### src/rtl/riscv_pkg.sv
// Shared encodings for the RV32I ID stage: opcodes, decoder fields and ALU control.
// Consumers of DECODE_ILLEGAL_TRAP_EN rely on the opcode set defined here.
package riscv_pkg;

    localparam logic [6:0] OP_LOAD   = 7'b0000011;
    localparam logic [6:0] OP_STORE  = 7'b0100011;
    localparam logic [6:0] OP_RTYPE  = 7'b0110011;
    localparam logic [6:0] OP_BRANCH = 7'b1100011;
    localparam logic [6:0] OP_IALU   = 7'b0010011;
    localparam logic [6:0] OP_JAL    = 7'b1101111;

    typedef enum logic [2:0] {
        ALU_ADD = 3'b000,
        ALU_SUB = 3'b001,
        ALU_AND = 3'b010,
        ALU_OR  = 3'b011,
        ALU_SLT = 3'b101
    } alu_ctrl_e;

    typedef enum logic [1:0] {
        IMM_I = 2'b00,
        IMM_S = 2'b01,
        IMM_B = 2'b10,
        IMM_J = 2'b11
    } imm_src_e;

    typedef enum logic [1:0] {
        RES_ALU = 2'b00,
        RES_MEM = 2'b01,
        RES_PC4 = 2'b10
    } result_src_e;

    typedef enum logic [1:0] {
        ALUOP_ADD   = 2'b00,
        ALUOP_SUB   = 2'b01,
        ALUOP_FUNCT = 2'b10
    } alu_op_e;

endpackage

### src/rtl/register_file.sv
// Architectural 2R1W register file with x0 hardwired to zero.
// Reads see a same-cycle writeback through a write-through bypass.
module register_file #(
    parameter int unsigned XLEN  = 32,
    parameter int unsigned NREGS = 32
) (
    input  logic                     clk,
    input  logic                     rst_n,
    input  logic [$clog2(NREGS)-1:0] addr1_i,
    input  logic [$clog2(NREGS)-1:0] addr2_i,
    input  logic                     we_i,
    input  logic [$clog2(NREGS)-1:0] wa_i,
    input  logic [XLEN-1:0]          wd_i,
    output logic [XLEN-1:0]          rd1_o,
    output logic [XLEN-1:0]          rd2_o
);

    logic [XLEN-1:0] regs_q [NREGS];
    logic            wr_en;

    assign wr_en = we_i && (wa_i != '0);

    always_ff @(posedge clk or negedge rst_n) begin
        if (!rst_n) begin
            regs_q <= '{default: '0};
        end else if (wr_en) begin
            regs_q[wa_i] <= wd_i;
        end
    end

    // Bypass lets the ID stage see the value WB commits on the same edge.
    always_comb begin
        rd1_o = '0;
        if (addr1_i != '0) begin
            rd1_o = (wr_en && (wa_i == addr1_i)) ? wd_i : regs_q[addr1_i];
        end
    end

    always_comb begin
        rd2_o = '0;
        if (addr2_i != '0) begin
            rd2_o = (wr_en && (wa_i == addr2_i)) ? wd_i : regs_q[addr2_i];
        end
    end

endmodule

### src/rtl/decode_cycle.sv
// RV32I ID stage: decode, register read, immediate extend, ID/EX pipeline register.
// Define DECODE_ILLEGAL_TRAP_EN to add the registered IllegalE flag.
module decode_cycle
    import riscv_pkg::*;
#(
    parameter int unsigned XLEN  = 32,
    parameter int unsigned NREGS = 32
) (
    input  logic                     clk,
    input  logic                     rst,
    input  logic [31:0]              InstrD,
    input  logic [XLEN-1:0]          PCD,
    input  logic [XLEN-1:0]          PcPlus4D,
    input  logic                     RegWriteW,
    input  logic [$clog2(NREGS)-1:0] RDW,
    input  logic [XLEN-1:0]          ResultW,
    input  logic                     FlushE,
    output logic                     RegWriteE,
    output logic [1:0]               ResultSrcE,
    output logic                     MemWriteE,
    output logic                     JumpE,
    output logic                     BranchE,
    output logic [2:0]               ALUControlE,
    output logic                     ALUSrcE,
    output logic [XLEN-1:0]          RD1E,
    output logic [XLEN-1:0]          RD2E,
    output logic [XLEN-1:0]          ImmExtE,
    output logic [4:0]               RdE,
    output logic [4:0]               Rs1E,
    output logic [4:0]               Rs2E,
    output logic [XLEN-1:0]          PCE,
`ifdef DECODE_ILLEGAL_TRAP_EN
    output logic                     IllegalE,
`endif
    output logic [XLEN-1:0]          PCPlus4E
);

    typedef struct packed {
        logic            reg_write;
        logic [1:0]      result_src;
        logic            mem_write;
        logic            jump;
        logic            branch;
        logic [2:0]      alu_ctrl;
        logic            alu_src;
        logic [XLEN-1:0] rd1;
        logic [XLEN-1:0] rd2;
        logic [XLEN-1:0] imm_ext;
        logic [4:0]      rd;
        logic [4:0]      rs1;
        logic [4:0]      rs2;
        logic [XLEN-1:0] pc;
        logic [XLEN-1:0] pc_plus4;
`ifdef DECODE_ILLEGAL_TRAP_EN
        logic            illegal;
`endif
    } idex_t;

    logic [6:0]      opcode;
    logic [2:0]      funct3;
    logic            reg_write;
    logic            alu_src;
    logic            mem_write;
    logic            branch;
    logic            jump;
    result_src_e     result_src;
    imm_src_e        imm_src;
    alu_op_e         alu_op;
    alu_ctrl_e       alu_ctrl;
    logic [XLEN-1:0] imm_ext;
    logic [XLEN-1:0] rd1;
    logic [XLEN-1:0] rd2;
    idex_t           idex_d;
    idex_t           idex_q;

    assign opcode = InstrD[6:0];
    assign funct3 = InstrD[14:12];

    register_file #(
        .XLEN  (XLEN),
        .NREGS (NREGS)
    ) u_register_file (
        .clk     (clk),
        .rst_n   (rst),
        .addr1_i (InstrD[19:15]),
        .addr2_i (InstrD[24:20]),
        .we_i    (RegWriteW),
        .wa_i    (RDW),
        .wd_i    (ResultW),
        .rd1_o   (rd1),
        .rd2_o   (rd2)
    );

    always_comb begin
        reg_write  = 1'b0;
        imm_src    = IMM_I;
        alu_src    = 1'b0;
        mem_write  = 1'b0;
        result_src = RES_ALU;
        branch     = 1'b0;
        alu_op     = ALUOP_ADD;
        jump       = 1'b0;
        case (opcode)
            OP_LOAD: begin
                reg_write  = 1'b1;
                alu_src    = 1'b1;
                result_src = RES_MEM;
            end
            OP_STORE: begin
                imm_src   = IMM_S;
                alu_src   = 1'b1;
                mem_write = 1'b1;
            end
            OP_RTYPE: begin
                reg_write = 1'b1;
                alu_op    = ALUOP_FUNCT;
            end
            OP_BRANCH: begin
                imm_src = IMM_B;
                branch  = 1'b1;
                alu_op  = ALUOP_SUB;
            end
            OP_IALU: begin
                reg_write = 1'b1;
                alu_src   = 1'b1;
                alu_op    = ALUOP_FUNCT;
            end
            OP_JAL: begin
                reg_write  = 1'b1;
                imm_src    = IMM_J;
                result_src = RES_PC4;
                jump       = 1'b1;
            end
            default: ;
        endcase
    end

    // Only R-type uses funct7[5] to pick sub; addi with imm[10] set stays add.
    always_comb begin
        alu_ctrl = ALU_ADD;
        case (alu_op)
            ALUOP_SUB: alu_ctrl = ALU_SUB;
            ALUOP_FUNCT: begin
                case (funct3)
                    3'b000:  alu_ctrl = (InstrD[5] && InstrD[30]) ? ALU_SUB : ALU_ADD;
                    3'b010:  alu_ctrl = ALU_SLT;
                    3'b110:  alu_ctrl = ALU_OR;
                    3'b111:  alu_ctrl = ALU_AND;
                    default: alu_ctrl = ALU_ADD;
                endcase
            end
            default: alu_ctrl = ALU_ADD;
        endcase
    end

    always_comb begin
        imm_ext = '0;
        case (imm_src)
            IMM_I: imm_ext = {{(XLEN-12){InstrD[31]}}, InstrD[31:20]};
            IMM_S: imm_ext = {{(XLEN-12){InstrD[31]}}, InstrD[31:25], InstrD[11:7]};
            IMM_B: imm_ext = {{(XLEN-12){InstrD[31]}}, InstrD[7], InstrD[30:25], InstrD[11:8], 1'b0};
            IMM_J: imm_ext = {{(XLEN-20){InstrD[31]}}, InstrD[19:12], InstrD[20], InstrD[30:21], 1'b0};
            default: imm_ext = '0;
        endcase
    end

    always_comb begin
        idex_d            = '0;
        idex_d.reg_write  = reg_write;
        idex_d.result_src = result_src;
        idex_d.mem_write  = mem_write;
        idex_d.jump       = jump;
        idex_d.branch     = branch;
        idex_d.alu_ctrl   = alu_ctrl;
        idex_d.alu_src    = alu_src;
        idex_d.rd1        = rd1;
        idex_d.rd2        = rd2;
        idex_d.imm_ext    = imm_ext;
        idex_d.rd         = InstrD[11:7];
        idex_d.rs1        = InstrD[19:15];
        idex_d.rs2        = InstrD[24:20];
        idex_d.pc         = PCD;
        idex_d.pc_plus4   = PcPlus4D;
`ifdef DECODE_ILLEGAL_TRAP_EN
        idex_d.illegal    = !(opcode inside {OP_LOAD, OP_STORE, OP_RTYPE, OP_BRANCH, OP_IALU, OP_JAL})
                            && (InstrD != '0);
`endif
        if (FlushE) begin
            idex_d = '0;
        end
    end

    always_ff @(posedge clk or negedge rst) begin
        if (!rst) begin
            idex_q <= '0;
        end else begin
            idex_q <= idex_d;
        end
    end

    assign RegWriteE   = idex_q.reg_write;
    assign ResultSrcE  = idex_q.result_src;
    assign MemWriteE   = idex_q.mem_write;
    assign JumpE       = idex_q.jump;
    assign BranchE     = idex_q.branch;
    assign ALUControlE = idex_q.alu_ctrl;
    assign ALUSrcE     = idex_q.alu_src;
    assign RD1E        = idex_q.rd1;
    assign RD2E        = idex_q.rd2;
    assign ImmExtE     = idex_q.imm_ext;
    assign RdE         = idex_q.rd;
    assign Rs1E        = idex_q.rs1;
    assign Rs2E        = idex_q.rs2;
    assign PCE         = idex_q.pc;
    assign PCPlus4E    = idex_q.pc_plus4;
`ifdef DECODE_ILLEGAL_TRAP_EN
    assign IllegalE    = idex_q.illegal;
`endif

endmodule

### config.mk
export PLATFORM = sky130hd
export DESIGN_NAME = decode_cycle
export DESIGN_NICKNAME = d
export VERILOG_FILES = /design/src/rtl/riscv_pkg.sv /design/src/rtl/register_file.sv /design/src/rtl/decode_cycle.sv
export SDC_FILE = /design/constraint.sdc
export NUM_CORES = 2
export LEC_CHECK = 0
export CORE_MARGIN = 10
export CORE_UTILIZATION = 61
export DETAILED_ROUTE_END_ITERATION = 10
export MAX_ROUTING_LAYER = met4
export PLACE_DENSITY = 0.77
export REMOVE_ABC_BUFFERS = 1
export SYNTH_ARGS = -nofsm -noshare
export SYNTH_HDL_FRONTEND = slang
export SYNTH_SLANG_ARGS = --single-unit
### constraint.sdc
create_clock -name clk -period 2 [get_ports clk]
set_input_delay 0.2 -clock clk [delete_from_list [all_inputs] [get_ports clk]]
set_output_delay 0.2 -clock clk [all_outputs]
set_load 0.005 [all_outputs]
==> run metrics <==
Slew @ Worst Pin=between 1 and 1.5 ns; status=finished clean; final setup vio count=0; grt ovf=0; Clock Power Share=35.8%; DR iter-0 viols=about 4300; commonest non-fill, non-tap cell in the layout=dfrtp_1; DRC Markers=0; first-pass GRT wire length=between 200000 and 300000 um; Worst setup EP type=output port; Initial Utilization=61.70%; Via density=between 6 and 7; Yosys warning count=0; Final Cycle Share=a little over nine tenths; DRT Wirelength=189100 um; register share of total power=between 40 and 50%; Multi-input gate area=0.02816 mm^2; fin. max-slew vios=0; Post-DP Area=between 0.06 and 0.07 mm^2; All-Layer GR Usage=34.83%; Clock Path Buffers=3; commonest non-fill, non-tap cells in the layout=1191 x dfrtp_1, 990 x mux2_2, 446 x mux4_2, 328 x buf_4, 303 x clkdlybuf4s50_1; worst hold start=PcPlus4D[25]; worst skew pair latency=0.77 ns; Placed Cells=between 5000 and 6000; Seq/Total Area, Yosys=about half; peak supply drop=888.0 uV; I/O Pins=around 320; Area growth, synth to finish=22.88%; # nets final=4709; die height=333.5 um; number of I/O port buffers=321; htree depth=4; worst reg2reg startpoint=u_register_file.regs_q[382]; class of the worst hold path=in2reg; EDFF count, synth=0; TritonCTS Buffers=130; Most used DFF post-synth=dfrtp_1; Synth cell types=56; number of global-route vias before repair=43310; WP data arrival=approximately 1.8 ns; final instance area=between 0.07 and 0.08 mm^2; register area=~0.03 mm^2; layout cell share with drive strength beyond 1=a little under half; MaxCap Viol Count=0; Pre-antenna DRT Iters=5; Root Buffer=clkbuf_16; Worst Setup Start Kind=register; post-route setup TNS=0 ns; FMAX=around 510 MHz; clk sinks=approximately 1200; Sw Ratio=between 20% and 30%; Reg clk slew, reported paths=around 0.060 ns; Worst Path Class, Setup=reg2out; drt wl/cell=about 32 um; PD cells=between 900 and 1000 mW/mm^2; leakage power=between 30 and 40 nW; GPL Wtd Cong=between 0.8 and 0.9; dpl hpwl=roughly 130000 um; total net switching power=approximately 18 mW; non-filler instance count after layout=around 6000; largest net degree at the start of global routing=87; ANT nets after route=0; # rows=114; Synth Cell Area=between 0.05 and 0.06 mm^2; Vias=roughly 42000; relative max-transition margin=10.69%; ys async rst share=between 90% and 100%; internal power=51.81 mW; final hold violations=0; WHS=about 0.025 ns; flop and latch count out of synthesis=1197; crit path from=ImmExtE[30]; die area=between 0.1 and 0.15 mm^2; CTS tree=yes; Logic pwr share=a little under a fifth; Crit path required time=1.80 ns; minimum clock period=1.973 ns; syn avg cell area=14.84 um^2; initial antenna violation count=3; Die Width=333.5 um; fill count=~5700; DP Worst Slack=-0.4620 ns; top fanout value on the critical path=6; skew final=slightly above 0.03 ns; Core Region=between 0.09 and 0.1 mm^2; Post-Synthesis Cells=about 4000; final worst slack=0.02693 ns
power by group through the flow:
stage / sequential (mW) / clock [mW] / combinational [mW]
floorplan: 30.7 / 0 / 8.42
global placement: 31.4 / 0 / 12.9
detailed placement: 31.8 / 0 / 13.3
CTS: 31.4 / 25.4 / 13.5
global route: 32.0 / 26.3 / 14.4
finish: 31.6 / 25.2 / 13.5
worst max-delay path: stages, from the launching register on:
cell             delay (ns)
dfrtp_2                0.37
buf_4                  0.14
clkdlybuf4s50_1        0.50
worst paths after layout:
| check | endpoint | slack, ns | cells after the start |
|---|---|---|---|
| worst min-delay path | PCPlus4E[25] | 0.02 | 2 |
| max in group asynchronous | PCPlus4E[30] | 0.30 | 3 |
| worst max register to register | RD2E[30] | 0.13 | 6 |
| min in group asynchronous | u_register_file.regs_q[455] | 0.18 | 3 |
| worst min register to register | u_register_file.regs_q[1020] | 0.40 | 0 |
| worst max-delay path | ImmExtE[25] | 0.03 | 2 |
cell type report:
type	instances	area share, %
diodes	1	0.003398
clock buffers	194	5.324
clock inverters	41	0.7763
inverters	6	0.03398
multi-input cells	2381	38.23
flip-flops and latches	1197	40.68
well taps	1276	2.168
repair buffers	854	12.79
stage by stage:
| stage | util, % | total power, mW |
|---|---|---|
| floorplan | - | 39.11 |
| global placement | 70.70 | 44.27 |
| detailed placement | 70.70 | 45.06 |
| CTS | 75.79 | 70.27 |
| global route | 75.82 | 72.75 |
| finish | 75.83 | 70.28 |
Yosys cell counts, types with 2 or more instances:
library cell / number / area (um^2)
a2111oi_0: 2 / 17.52
nor2_1: 31 / 116.4
o21ai_1: 2 / 10.01
buf_2: 133 / 665.6
nand2_1: 105 / 394.1
nor3_1: 13 / 65.06
dfrtp_1: 1197 / 29950
or2_2: 3 / 18.77
o22ai_1: 57 / 356.6
nor3b_1: 4 / 30.03
inv_1: 4 / 15.01
a211oi_1: 24 / 180.2
and2_1: 26 / 162.7
buf_6: 5 / 56.30
a22oi_1: 110 / 825.8
mux2_1: 6 / 67.56
buf_1: 41 / 153.9
a311oi_1: 3 / 26.28
o221a_2: 6 / 67.56
nand4b_1: 3 / 26.28
mux2i_1: 142 / 1421
clkbuf_1: 239 / 897.1
nand3_1: 16 / 80.08
nor2b_1: 94 / 588.1
o31ai_1: 24 / 180.2
and3_1: 3 / 18.77
o21bai_1: 32 / 240.2
mux2_2: 990 / 11150
mux4_2: 446 / 10040
nand2b_1: 8 / 50.05
o21ai_0: 3 / 15.01
a221oi_1: 64 / 560.5
ha_1: 2 / 25.02
buf_4: 38 / 285.3
a21oi_1: 80 / 400.4
a311o_1: 24 / 240.2
xnor2_1: 10 / 87.58
a211o_1: 32 / 280.3
state kept, by name, indices dropped and copies added, names as in the netlist, 3 cells and up:
signal                  flops
Rs2E                        5
ALUControlE                 3
PCPlus4E                   32
RD2E                       32
RD1E                       32
u_register_file.regs_q   1024
Rs1E                        5
PCE                        32
ImmExtE                    21
RdE                         5
layer usage:
layer  wire length (um)  up-vias  GRT usage (%)
met5                  0        -              -
met4               8900        0          15.23
met3              18100      506          7.927
met2              89470     2451          53.75
met1              72610    22010          44.26
li1                   -    16530              -
what timing repair did:
| action | 4_1_cts | 5_1_grt |
|---|---|---|
| pin swaps | 0 | 0 |
| resized for setup | 7 | 10 |
| setup endpoints to repair | 17 | 12 |
| buffers inserted | 0 | 2 |
| endpoints found under the hold margin | 1093 | 0 |
| hold buffers | 43 | 0 |
logic make-up after synthesis:
kind of cell | synth area share (%)
simple gates | 2.756
fa+ha+maj | 0.04174
flops | 49.97
mux | 37.84
compound gates | 5.768
buf+inv | 3.472
xor+xnor | 0.1461
No activity file was read; power rests on OpenSTA's default activity.
